**config.mk**
```make
export PLATFORM = sky130hd
export DESIGN_NAME = match_report
export DESIGN_NICKNAME = d
export VERILOG_FILES = /design/src/rtl/match_report.sv
export SDC_FILE = /design/constraint.sdc
export NUM_CORES = 1
export LEC_CHECK = 0
export BUFFER_PORTS_ARGS = -buffer_cell sky130_fd_sc_hd__buf_2
export CAP_MARGIN = 20
export CORE_MARGIN = 2
export CORE_UTILIZATION = 23
export CTS_CLUSTER_DIAMETER = 80
export DETAILED_ROUTE_END_ITERATION = 10
export GPL_ROUTABILITY_DRIVEN = 0
export PLACE_DENSITY = 0.49
export SYNTH_ARGS = -nofsm -noshare
export SYNTH_HDL_FRONTEND = slang
export SYNTH_SLANG_ARGS = --single-unit
```
**constraint.sdc**
```tcl
create_clock -name clk -period 3.8 [get_ports clk]
set_input_delay 0.38 -clock clk [delete_from_list [all_inputs] [get_ports clk]]
set_output_delay 0.38 -clock clk [all_outputs]
set_load 0.005 [all_outputs]
```
**src/rtl/match_report.sv**
```systemverilog
// match_report: turns the string matcher's batch result into a byte stream.
// A report is three header bytes (match flag, position high, position low),
// followed on a match by up to 55 characters pulled one at a time from the
// matcher, which is told to advance after each character has been sent.
module match_report (
    input  logic        clk,
    input  logic        reset_n,
    input  logic        rpt_start,
    input  logic [15:0] rpt_str_len,
    input  logic        proc_done,
    input  logic        proc_match,
    input  logic [15:0] proc_byte_pos,
    input  logic [7:0]  proc_match_char,
    output logic        proc_match_char_next,
    output logic [7:0]  tx_data,
    output logic        tx_valid,
    input  logic        tx_ready,
    output logic        rpt_busy,
    output logic        rpt_done
);

    localparam logic [3:0] S_IDLE      = 4'd0;
    localparam logic [3:0] S_ARM       = 4'd1;
    localparam logic [3:0] S_WAIT_DONE = 4'd2;
    localparam logic [3:0] S_STATUS    = 4'd3;
    localparam logic [3:0] S_POS_HI    = 4'd4;
    localparam logic [3:0] S_POS_LO    = 4'd5;
    localparam logic [3:0] S_CHAR_LOAD = 4'd6;
    localparam logic [3:0] S_CHAR_SEND = 4'd7;
    localparam logic [3:0] S_CHAR_NEXT = 4'd8;

    localparam logic [12:0] MAX_CHARS = 13'd55;

    logic [3:0]  r_state;
    logic [5:0]  r_charCnt;
    logic        r_match;
    logic [15:0] r_pos;
    logic [7:0]  r_txData;
    logic        r_txValid;
    logic        r_charNext;
    logic        r_done;

    logic [12:0] w_lenChars;
    logic [5:0]  w_clampCnt;
    logic        w_xfer;
    logic        w_unusedLenBits;

    // The length arrives in bits; only whole characters count, capped at 55.
    assign w_lenChars      = rpt_str_len[15:3];
    assign w_clampCnt      = (w_lenChars > MAX_CHARS) ? MAX_CHARS[5:0] : w_lenChars[5:0];
    assign w_unusedLenBits = ^rpt_str_len[2:0];

    // A byte moves only when the sink is ready for the byte we hold.
    assign w_xfer = r_txValid & tx_ready;

    assign tx_data              = r_txData;
    assign tx_valid             = r_txValid;
    assign proc_match_char_next = r_charNext;
    assign rpt_done             = r_done;
    assign rpt_busy             = (r_state != S_IDLE);

    // Report sequencer: all outputs are registered so they stay stable under stall.
    always_ff @(posedge clk) begin
        if (!reset_n) begin
            r_state    <= S_IDLE;
            r_charCnt  <= 6'd0;
            r_match    <= 1'b0;
            r_pos      <= 16'd0;
            r_txData   <= 8'd0;
            r_txValid  <= 1'b0;
            r_charNext <= 1'b0;
            r_done     <= 1'b0;
        end else begin
            r_charNext <= 1'b0;
            r_done     <= 1'b0;
            case (r_state)
                S_IDLE: begin
                    if (rpt_start) begin
                        r_charCnt <= w_clampCnt;
                        r_state   <= S_ARM;
                    end
                end
                S_ARM: begin
                    r_state <= S_WAIT_DONE;
                end
                S_WAIT_DONE: begin
                    if (proc_done) begin
                        r_match   <= proc_match;
                        r_pos     <= proc_byte_pos;
                        r_txData  <= {7'b0, proc_match};
                        r_txValid <= 1'b1;
                        r_state   <= S_STATUS;
                    end
                end
                S_STATUS: begin
                    if (w_xfer) begin
                        r_txData <= r_pos[15:8];
                        r_state  <= S_POS_HI;
                    end
                end
                S_POS_HI: begin
                    if (w_xfer) begin
                        r_txData <= r_pos[7:0];
                        r_state  <= S_POS_LO;
                    end
                end
                S_POS_LO: begin
                    if (w_xfer) begin
                        r_txValid <= 1'b0;
                        if (r_match && (r_charCnt != 6'd0)) begin
                            r_state <= S_CHAR_LOAD;
                        end else begin
                            r_done  <= 1'b1;
                            r_state <= S_IDLE;
                        end
                    end
                end
                S_CHAR_LOAD: begin
                    r_txData  <= proc_match_char;
                    r_txValid <= 1'b1;
                    r_state   <= S_CHAR_SEND;
                end
                S_CHAR_SEND: begin
                    if (w_xfer) begin
                        r_txValid  <= 1'b0;
                        r_charNext <= 1'b1;
                        if (r_charCnt != 6'd0) begin
                            r_charCnt <= r_charCnt - 6'd1;
                        end
                        if (r_charCnt <= 6'd1) begin
                            r_done <= 1'b1;
                        end
                        r_state <= S_CHAR_NEXT;
                    end
                end
                S_CHAR_NEXT: begin
                    if (r_charCnt != 6'd0) begin
                        r_state <= S_CHAR_LOAD;
                    end else begin
                        r_state <= S_IDLE;
                    end
                end
                default: begin
                    r_txValid <= 1'b0;
                    r_state   <= S_IDLE;
                end
            endcase
        end
    end

endmodule

```
==> summary.txt, run 1 <==
Outcome
  – Outcome: finished, final reports clean

Timing
  – Final min period: 2.36 ns
  – Slew margin rel.: 0.411
  – RSZ-0062 raised after global routing: no
  – Final Cycle Share: 0.620
  – Clock Skew: 0.00477 ns
  – Setup TNS: 0 ns
  – Final hold vios: 0
  – Final max-slew violation count: 0
  – FMAX: 425 MHz
  – Hold Slack: 0.325 ns
  – Setup violations, final: 0
  – Final worst setup slack: 1.44 ns
  – Worst Max-Slew Pin Slew: 0.882 ns

Critical path
  – Crit path capture type: flip-flop
  – Worst reg2reg startpoint: r_state[1]
  – Worst Setup SP: r_state[1]
  – Reg2reg setup slack: 1.44 ns
  – CP max-delay cell: dfxtp_1
  – CP Launch Type: flip-flop
  – Stages on worst setup path: 4
  – Worst-path fanout max: 22
  – Worst reg-to-reg path cell count: 4
  – Data required, critical path: 4.00 ns
  – CP Cell Sequence: and4b_1 > a31o_1 > o21ai_0 > a221oi_2
  – CP top delay family: flip-flops
  – R2R Path End: r_charCnt[2]
  – Worst Path Arrival: 2.55 ns
  – Crit path to: r_charCnt[2]
  – Critical path buffers and inverters: 0
  – Critical setup path kind: reg -> reg
  – Worst path max stage delay: 0.90 ns

Logic synthesis
  – Net Count, Synth: 285
  – Number of synthesized register bits: 38
  – Yosys cell types: 52
  – Synth warnings: 0
  – Syn Inst Count: 236
  – Sequential area share after synthesis: 0.380
  – Average size of a mapped cell: 8.49 um^2
  – Cell area after synthesis: 2000 um^2

Floorplanning
  – Initial Utilization: 0.233
  – Row cnt: 34
  – Die height: 97.3 um
  – Die width: 97.3 um
  – Core ar.: 8590 um^2
  – Top Ports: 58
  – Die ar.: 9470 um^2

Place
  – IO buf count: 54
  – HPWL Detailed: 3800 um
  – Dpl ws: 1.47 ns

Clock network
  – Clock Latency Late Sink: 0.28 ns
  – CTS Hold Bufs: 0
  – Number of gates resized after cts: 0
  – H-tree lvl count: 2
  – Root Driver: clkbuf_8
  – CTS max path bufs: 2
  – Clock tree from TritonCTS: done
  – Clk pin slew, worst setup/hold paths: 0.08 ns
  – Num CTS Buffers: 5
  – CTS Sinks: 38
  – Number of setup buffers added after CTS: 0

Global routing
  – GRT Overall Usage: 0.117
  – Largest net degree at the start of global routing: 25
  – Initial antenna violation count: 0
  – Global route overflow: 0
  – Vias in the first global route: 1,818
  – First-pass GRT wire length: 9020 um

Finish
  – Layout cells sized above 1: 0.278
  – Most common cell after layout, fill and taps aside: buf_2
  – Fill cells: 952
  – Antenna cells: 0
  – Nets: 330
  – Area growth, synth to finish: 21.2%
  – Multi-input combinational cell area: 1120 um^2
  – Commonest cells after routing, fill and taps aside: buf_2 (54), nand2_1 (45), dfxtp_1 (38)
  – Sequential Area: 761 um^2

Power
  – Total Power: 1.36 mW
  – Leakage power: 0.944 nW
  – Power per cell area: 562 nW/um^2
  – Worst vdd ir: 0.186 mV

Drt
  – Post-Route WL: 5340 um
  – Drt first pass iters: 4
  – Vias: 1,818
  – Routed wire per std cell: 13.7 um
  – DRC Markers: 0
  – DR iter-0 viols: 68
  – ANT nets after route: 0
  – Routed vias/inst: 4.67

Min path
  – Hold crit path type: in -> reg
  – Hold_sp: proc_byte_pos[1]

Run
  – MaxCap Viol Count: 0
synthesized netlist by cell type (all sizes together):
cell     number  area share
nand2        45       0.084
dfxtp        38        0.38
nor2         16       0.030
a21boi       13       0.049
a21oi        12       0.030
o21ai        12       0.030
buf          11       0.037
a22oi         8       0.030
mux2          8       0.045
inv           7       0.013
nand3         7       0.017
a211oi        6       0.022
clkbuf        5      0.0094
a31oi         3       0.017
and3          3      0.0094
ha            3       0.019
o22ai         3      0.0094
a2111oi       2       0.012
a31o          2      0.0087
and2          2      0.0062
and2b         2      0.0075
mux2i         2       0.010
nand3b        2      0.0075
nand4b        2       0.012
nor3          2      0.0050
nor3b         2       0.010
nor4          2       0.017
or4           2      0.0094
a21o          1      0.0037
a221oi        1      0.0075
a32oi         1      0.0044
a41oi         1      0.0044
and4b         1      0.0050
nand4         1      0.0031
o211a         1      0.0050
o21a          1      0.0037
o21bai        1      0.0037
o22a          1      0.0044
o311a         1      0.0050
o31ai         1      0.0037
o32a          1      0.0050
xnor2         1      0.0044
worst reg2reg max path: stages, from the launching register on:
cell	delay, ns
dfxtp_1	0.90
and4b_1	0.47
a31o_1	0.43
o21ai_0	0.19
a221oi_2	0.28
sequential cells by signal, indices dropped and copies added (netlist names):
| name | cells |
|---|---|
| rpt_done | 1 |
| r_state | 4 |
| proc_match_char_next | 1 |
| r_charCnt | 6 |
| tx_data | 8 |
| r_match | 1 |
| tx_valid | 1 |
| r_pos | 16 |
layout make-up:
class	instances	share of cell area
Timing Repair Buffer	54	0.111
Clock inverter	1	0.0124
Multi-Input combinational cell	175	0.462
Inverter	7	0.0108
Tap cell	108	0.0557
Sequential cell	38	0.313
Clock buffer	6	0.0340
cells by family after synthesis:
| group | share of synthesized area |
|---|---|
| buffers and inverters | 0.0600 |
| multiplexers | 0.0550 |
| flip-flops | 0.380 |
| AND/OR/NAND/NOR | 0.224 |
| adder cells (fa/ha/maj) | 0.0187 |
| AO/OA/AOI/OAI | 0.259 |
| XOR/XNOR | 0.00437 |
layer usage:
layer | wire (um) | GRT usage | share of wire | vias to the layer above
met5 | 0 | 0 | 0 | -
met4 | 42 | 0.0288 | 0.0079 | 0
met3 | 241 | 0.0317 | 0.045 | 5
met2 | 2560 | 0.189 | 0.48 | 38
met1 | 2490 | 0.157 | 0.47 | 837
li1 | - | - | - | 938
through the flow:
step,cell area (um^2),util,cells
2_1_floorplan,2000,-,236
3_3_place_gp,2310,0.269,382
3_5_place_dp,2310,0.269,382
4_1_cts,2430,0.282,389
5_1_grt,2430,0.282,389
6_report,2430,0.282,389
where the power goes:
part | total (mW) | internal (mW) | switching, mW
Sequential | 0.572 | 0.475 | 0.0971
Clock | 0.354 | 0.210 | 0.143
Combinational | 0.440 | 0.201 | 0.239
worst min-delay path by stage:
stage / end / depth (start not counted)
after CTS: r_pos[1] / 3
after detailed placement: r_pos[1] / 2
after global routing: r_pos[1] / 3
after floorplan: r_pos[1] / 2
final: r_pos[1] / 3
after global placement: r_pos[1] / 2
Power figures use the tool's default switching activity.
==> run 2: changes to the inputs <==
--- a/config.mk
+++ b/config.mk
@@ -5,6 +5,7 @@
 export SDC_FILE = /design/constraint.sdc
 export NUM_CORES = 1
 export LEC_CHECK = 0
+export ABC_AREA = 1
 export BUFFER_PORTS_ARGS = -buffer_cell sky130_fd_sc_hd__buf_2
 export CAP_MARGIN = 20
 export CORE_MARGIN = 2
@@ -12,7 +13,7 @@
 export CTS_CLUSTER_DIAMETER = 80
 export DETAILED_ROUTE_END_ITERATION = 10
 export GPL_ROUTABILITY_DRIVEN = 0
-export PLACE_DENSITY = 0.49
+export PLACE_DENSITY = 0.5
 export SYNTH_ARGS = -nofsm -noshare
 export SYNTH_HDL_FRONTEND = slang
 export SYNTH_SLANG_ARGS = --single-unit
==> constraint.sdc (replaced) <==
create_clock -name clk -period 2.1 [get_ports clk]
set_input_delay 0.21 -clock clk [delete_from_list [all_inputs] [get_ports clk]]
set_output_delay 0.21 -clock clk [all_outputs]
set_load 0.005 [all_outputs]
==> summary.txt, run 2 <==
Run
  – MaxCap Viol Count: 0

Logic synthesis
  – Commonest cells post-synth: nand2_1 (75), nor2_1 (74), dfxtp_1 (38)
  – Synth Area in Compound Gates: 0.143
  – Post-synthesis simple-gate area fraction: 0.376
  – FFs w/ async S/R, synth: 0
  – Sequential area share after synthesis: 0.371
  – Yosys cell types: 23
  – Combinational family with the most area after synthesis: simple AND/OR/NAND/NOR gates
  – Cell area after synthesis: 2050 um^2
  – Syn Inst Count: 325
  – Top cell type's share of synthesized area: 0.371
  – Post-synthesis xor/xnor area fraction: 0
  – Post-synth EDFFs: 0
  – Post-Synth Adder-Cell Area: 0.0183
  – Number of synthesized register bits: 38
  – Mux contribution to synthesized area: 0
  – Area contributors post-synth: dfxtp_1 (37%), nand2_1 (14%), nor2_1 (14%)
  – Post-synth top area cell: dfxtp_1
  – Net Count, Synth: 374
  – Most numerous cell in the Yosys netlist: nand2_1
  – Top FF cell, synth: dfxtp_1
  – Synth warnings: 0
  – Average size of a mapped cell: 6.30 um^2

Finish
  – Most common cell after layout, fill and taps aside: nand2_1
  – Area growth, synth to finish: 23.4%
  – Commonest cells after routing, fill and taps aside: nand2_1 (75), nor2_1 (74), buf_2 (54)
  – Nets: 431
  – Largest register FFs: 16
  – Layout cells sized above 1: 0.204
  – Biggest register: r_pos
  – Layout Utilization: 0.291
  – Antenna cells: 0

Clock network
  – Number of setup buffers added after CTS: 0
  – Root Driver: clkbuf_8
  – H-tree lvl count: 2
  – CTS max path bufs: 2
  – Num CTS Buffers: 5
  – Clock tree from TritonCTS: done
  – Clk pin slew, worst setup/hold paths: 0.07 ns
  – Clock Latency Late Sink: 0.29 ns
  – CTS Sinks: 38
  – CTS Hold Bufs: 0
  – Number of gates resized after cts: 0

Drt
  – Routed wire per std cell: 10.8 um
  – Routed vias/inst: 4.23
  – DR iter-0 viols: 104
  – Post-Route WL: 5320 um
  – DRC Markers: 0
  – Met3 WL: 334 um
  – Metal-1 WL: 2710 um
  – Vias: 2,078
  – Drt first pass iters: 4
  – ANT nets after route: 0
  – WL met2: 2250 um
  – Uppermost layer routed: met4

Critical path
  – Critical path buffers and inverters: 0
  – Data required, critical path: 2.29 ns
  – CP top delay family: simple AND/OR/NAND/NOR gates
  – Worst path max stage delay: 0.36 ns
  – CP Launch Type: flip-flop
  – CP Cell Sequence: nor2_1 > nand2_2 > nand2_4 > nor2_1 > nor2_4 > nand2_1 > nor2_1 > nor2_1
  – Critical setup path kind: reg -> reg
  – Cell mode on critical path: nor2_1
  – Crit path capture type: flip-flop
  – Worst Path Arrival: 1.87 ns
  – Worst-path fanout max: 14
  – CP max-delay cell: dfxtp_1

Floorplanning
  – Die ar.: 9680 um^2
  – Initial Utilization: 0.236
  – Core ar.: 8680 um^2
  – Row cnt: 34
  – Top Ports: 58
  – Die width: 98.4 um
  – Die height: 98.4 um

Global routing
  – Initial antenna violation count: 0
  – Global route overflow: 0
  – Largest net degree at the start of global routing: 32
  – First-pass GRT wire length: 8850 um
  – Vias in the first global route: 1,877
  – GRT Overall Usage: 0.110

Power
  – Net Sw Power: 1.07 mW
  – Worst vdd ir: 0.377 mV
  – Comb pwr share: 0.414
  – Clock power share: 0.200
  – Leakage power: 1.16 nW
  – Switching Share: 0.403
  – Internal: 1.58 mW
  – Reg power frac: 0.386
  – Power per cell area: 1050 nW/um^2

Timing
  – Final max-slew violation count: 0
  – Slew margin rel.: 0.646
  – Hold Slack: 0.184 ns
  – Setup TNS: 0 ns
  – Final Cycle Share: 0.803
  – Final min period: 1.69 ns
  – Clock Skew: 0.00592 ns
  – Setup violations, final: 0
  – RSZ-0062 raised after global routing: no
  – Final hold vios: 0
  – Worst Max-Slew Pin Slew: 0.530 ns
  – FMAX: 593 MHz

Min path
  – Hold crit path type: in -> reg

Place
  – IO buf count: 54
  – HPWL Detailed: 3990 um

Outcome
  – Outcome: finished, final reports clean
## run 2: cell count changes in the layout (fill, tap and decap cells not counted), sizes merged, moves of 13 or more
cell,previous run,this run
a21boi,13,0
nand2,45,81
nor2,16,79
a21oi,12,26
inv,7,37
o21ai,12,28
## run 2: cell type report
type	instances	area [um^2]
clock buffer	7	86.3
sequential	38	761
multi-input combinational	242	1100
clock inverter	1	5.00
fill	1010	6150
inverter	37	139
tap	108	135
timing repair buffer	58	300
## run 2: path summary, 6_finish.rpt
path         cells past startpoint    endpoint              from  slack, ns
max                              8  tx_data[0]        r_state[0]       0.41
min reg2reg                      2   r_pos[13]         r_pos[13]       0.45
min                              3    r_pos[2]  proc_byte_pos[2]       0.18
max reg2reg                      8  tx_data[0]        r_state[0]       0.41
## run 2: kinds of logic (layout without fill, tap and decap cells)
logic type | after synthesis | after routing
AND/OR/NAND/NOR | 182 | 182
AO/OA/AOI/OAI | 57 | 57
buffers and inverters | 45 | 103
flip-flops | 38 | 38
adder cells (fa/ha/maj) | 3 | 3
## run 2: power by group through the flow
| stage | registers [mW] | logic [mW] | clock network (mW) |
|---|---|---|---|
| floorplan | 1.03 | 0.816 | 0 |
| global placement | 1.04 | 1.09 | 0 |
| detailed placement | 1.04 | 1.10 | 0 |
| CTS | 1.02 | 1.11 | 0.548 |
| global route | 1.05 | 1.28 | 0.579 |
| finish | 1.02 | 1.10 | 0.528 |
## run 2: stage by stage
stage / area [um^2] / power (mW) / instances / worst slack, ns
finish: 2530 / 2.65 / 491 / 0.415
global route: 2530 / 2.91 / 491 / 0.275
CTS: 2530 / 2.68 / 491 / 0.406
detailed placement: 2440 / 2.14 / 483 / 0.421
global placement: 2440 / 2.13 / 483 / 0.418
floorplan: 2050 / 1.85 / 325 / 0.742
## run 2: tightest hold or removal path, stage by stage
cell and delay [ns]:
buf_2 0.09, nand3_1 0.07, a21oi_1 0.06
## run 2: metal layers
metal  global-route usage  vias to the layer above
li1                     -                     1134
met1                0.158                      882
met2                0.165                       58
met3               0.0286                        4
met4               0.0253                        0
met5                    0                        -
==> run 3: changes to the inputs <==
--- a/config.mk
+++ b/config.mk
@@ -5,7 +5,7 @@
 export SDC_FILE = /design/constraint.sdc
 export NUM_CORES = 1
 export LEC_CHECK = 0
-export ABC_AREA = 1
+export ABC_AREA = 0
 export BUFFER_PORTS_ARGS = -buffer_cell sky130_fd_sc_hd__buf_2
 export CAP_MARGIN = 20
 export CORE_MARGIN = 2
==> constraint.sdc (replaced) <==
create_clock -name clk -period 1.4 [get_ports clk]
set_input_delay 0.14 -clock clk [delete_from_list [all_inputs] [get_ports clk]]
set_output_delay 0.14 -clock clk [all_outputs]
set_load 0.005 [all_outputs]
==> summary.txt, run 3 (synthesis results as in run 1) <==
Global routing
  – GRT Overall Usage: 0.137
  – Initial antenna violation count: 0
  – Global route overflow: 0
  – First-pass GRT wire length: 10,500 um
  – Vias in the first global route: 2,083
  – Largest net degree at the start of global routing: 14

Finish
  – Fill cells: 901
  – Design Area, Final: 3270 um^2
  – Biggest register: r_pos
  – Largest register FFs: 16
  – Multi-input combinational cell area: 1360 um^2
  – Layout cells sized above 1: 0.562
  – Nets: 398
  – Commonest cells after routing, fill and taps aside: buf_2 (54), buf_4 (53), nand2_1 (44)
  – Antenna cells: 0
  – Most common cell after layout, fill and taps aside: buf_2
  – Area growth, synth to finish: 63.5%
  – Sequential Area: 782 um^2

Outcome
  – Violated checks: setup timing
  – Outcome: finished, violations left

Clock network
  – CTS max path bufs: 2
  – CTS Hold Bufs: 0
  – Clock tree from TritonCTS: done
  – H-tree lvl count: 2
  – CTS Sinks: 38
  – Clock Latency Late Sink: 0.29 ns
  – Root Driver: clkbuf_8
  – Num CTS Buffers: 5
  – Clk pin slew, worst setup/hold paths: 0.09 ns

Critical path
  – CP max-delay cell: dfxtp_4
  – Worst Path Arrival: 1.72 ns
  – Worst-path fanout max: 5
  – Critical setup path kind: reg -> reg
  – Crit path capture type: flip-flop
  – Data required, critical path: 1.58 ns
  – CP Cell Sequence: mux2_4 > o32a_1 > nor2_2 > buf_6 > a21o_1 > a21oi_1
  – Reg2reg setup slack: -0.14 ns
  – CP Launch Type: flip-flop
  – Worst reg2reg startpoint: r_state[1]
  – Worst reg-to-reg path cell count: 6
  – Worst path max stage delay: 0.38 ns
  – R2R Path End: r_state[2]
  – Critical path buffers and inverters: 1
  – CP top delay family: compound AO/OA/AOI/OAI gates

Run
  – MaxCap Viol Count: 0

Power
  – Net Sw Power: 1.81 mW
  – Comb pwr share: 0.514
  – Clock power share: 0.191
  – Reg power frac: 0.295
  – Switching Share: 0.351
  – Internal: 3.34 mW
  – Leakage power: 1.37 nW
  – Total Power: 5.14 mW
  – Worst vdd ir: 0.625 mV
  – Power per cell area: 1570 nW/um^2

Drt
  – ANT nets after route: 0
  – Drt first pass iters: 4
  – DR iter-0 viols: 74
  – Vias: 2,110
  – Post-Route WL: 6460 um
  – Routed vias/inst: 4.62
  – DRC Markers: 0
  – Routed wire per std cell: 14.1 um

Timing
  – Final min period: 1.54 ns
  – Final Cycle Share: 1.10
  – Final worst setup slack: -0.143 ns
  – Worst Max-Slew Pin Slew: 0.305 ns
  – FMAX: 648 MHz
  – Slew margin rel.: 0.795
  – Setup violations, final: 26
  – Final hold vios: 0
  – Clock Skew: 0.00810 ns
  – Final max-slew violation count: 0
  – RSZ-0062 raised after global routing: yes

Min path
  – Hold crit path type: in -> reg
  – WHS Endpoint: r_pos[2]
  – Hold depth: 3
  – Hold_sp: proc_byte_pos[2]

Floorplanning
  – Initial Utilization: 0.233
  – Row cnt: 34
  – Top Ports: 58
  – Core ar.: 8590 um^2
  – Die width: 97.3 um
  – Die ar.: 9470 um^2
  – Die height: 97.3 um

Place
  – HPWL Detailed: 4500 um
  – IO buf count: 54
  – Dpl ws: -0.218 ns
  – Post-Place Cell Area: 2750 um^2
[run 3: cell count changes in the layout (fill, tap and decap cells not counted), sizes merged, moves of 5 or more]
cell / change
a211oi: +5
a21boi: +13
a21oi: -14
a22oi: +8
buf: +64
inv: -30
mux2: +8
nand2: -36
nand3: -8
nor2: -63
o21ai: -16
[run 3: area by class of cell]
cell class	instances	share of cell area
Tap cell	108	0.0413
Timing Repair Buffer	122	0.261
Clock buffer	6	0.0252
Multi-Input combinational cell	175	0.417
Sequential cell	38	0.239
Inverter	7	0.00802
Clock inverter	1	0.00917
[run 3: metal layers]
metal	up-vias	track usage	part of all wire
met2	45	0.229	0.49
met5	-	0	0
met3	2	0.0237	0.042
met1	984	0.188	0.46
li1	1079	-	-
met4	0	0.0246	0.0039
[run 3: through the flow]
| step | setup TNS, ns | instances | utilization | hold WS (ns) |
|---|---|---|---|---|
| after floorplan | -0.0393 | 236 | - | 0.276 |
| after global placement | -2.57 | 436 | 0.320 | 0.390 |
| after detailed placement | -3.33 | 436 | 0.320 | 0.390 |
| after CTS | -0.990 | 452 | 0.369 | 0.0874 |
| after global routing | -3.88 | 457 | 0.381 | 0.0960 |
| final | -1.35 | 457 | 0.381 | 0.0894 |
[run 3: tightest hold or removal path, cell delays in order]
cell	delay (ns)
buf_2	0.10
nand2_1	0.05
a21oi_1	0.05
[run 3: worst max-delay path by stage]
stage / depth (start not counted) / from / endpoint / slack, ns
5_1_grt: 6 / r_charCnt[3] / r_charCnt[4] / -0.20
6_report: 6 / r_state[1] / r_state[2] / -0.14
4_1_cts: 7 / r_state[1] / tx_data[7] / -0.12
3_3_place_gp: 6 / rpt_str_len[13] / r_charCnt[2] / -0.24
3_5_place_dp: 6 / rpt_str_len[13] / r_charCnt[1] / -0.22
2_1_floorplan: 5 / r_state[1] / r_state[1] / -0.03
[run 3: what timing repair did]
item | in CTS | in global routing
pin swaps | 19 | 16
setup buffers | 7 | 6
endpoints found under the setup margin | 35 | 35
endpoints found under the hold margin | 0 | 0
gates resized for setup | 59 | 20
gates cloned | 2 | 0
[run 3: power groups by stage]
stage | Sequential, mW | Combinational [mW] | Clock, mW
2_1_floorplan | 1.46 | 1.07 | 0
3_3_place_gp | 1.50 | 1.97 | 0
3_5_place_dp | 1.51 | 1.96 | 0
4_1_cts | 1.51 | 2.41 | 0.998
5_1_grt | 1.55 | 2.84 | 1.05
6_report | 1.51 | 2.64 | 0.982
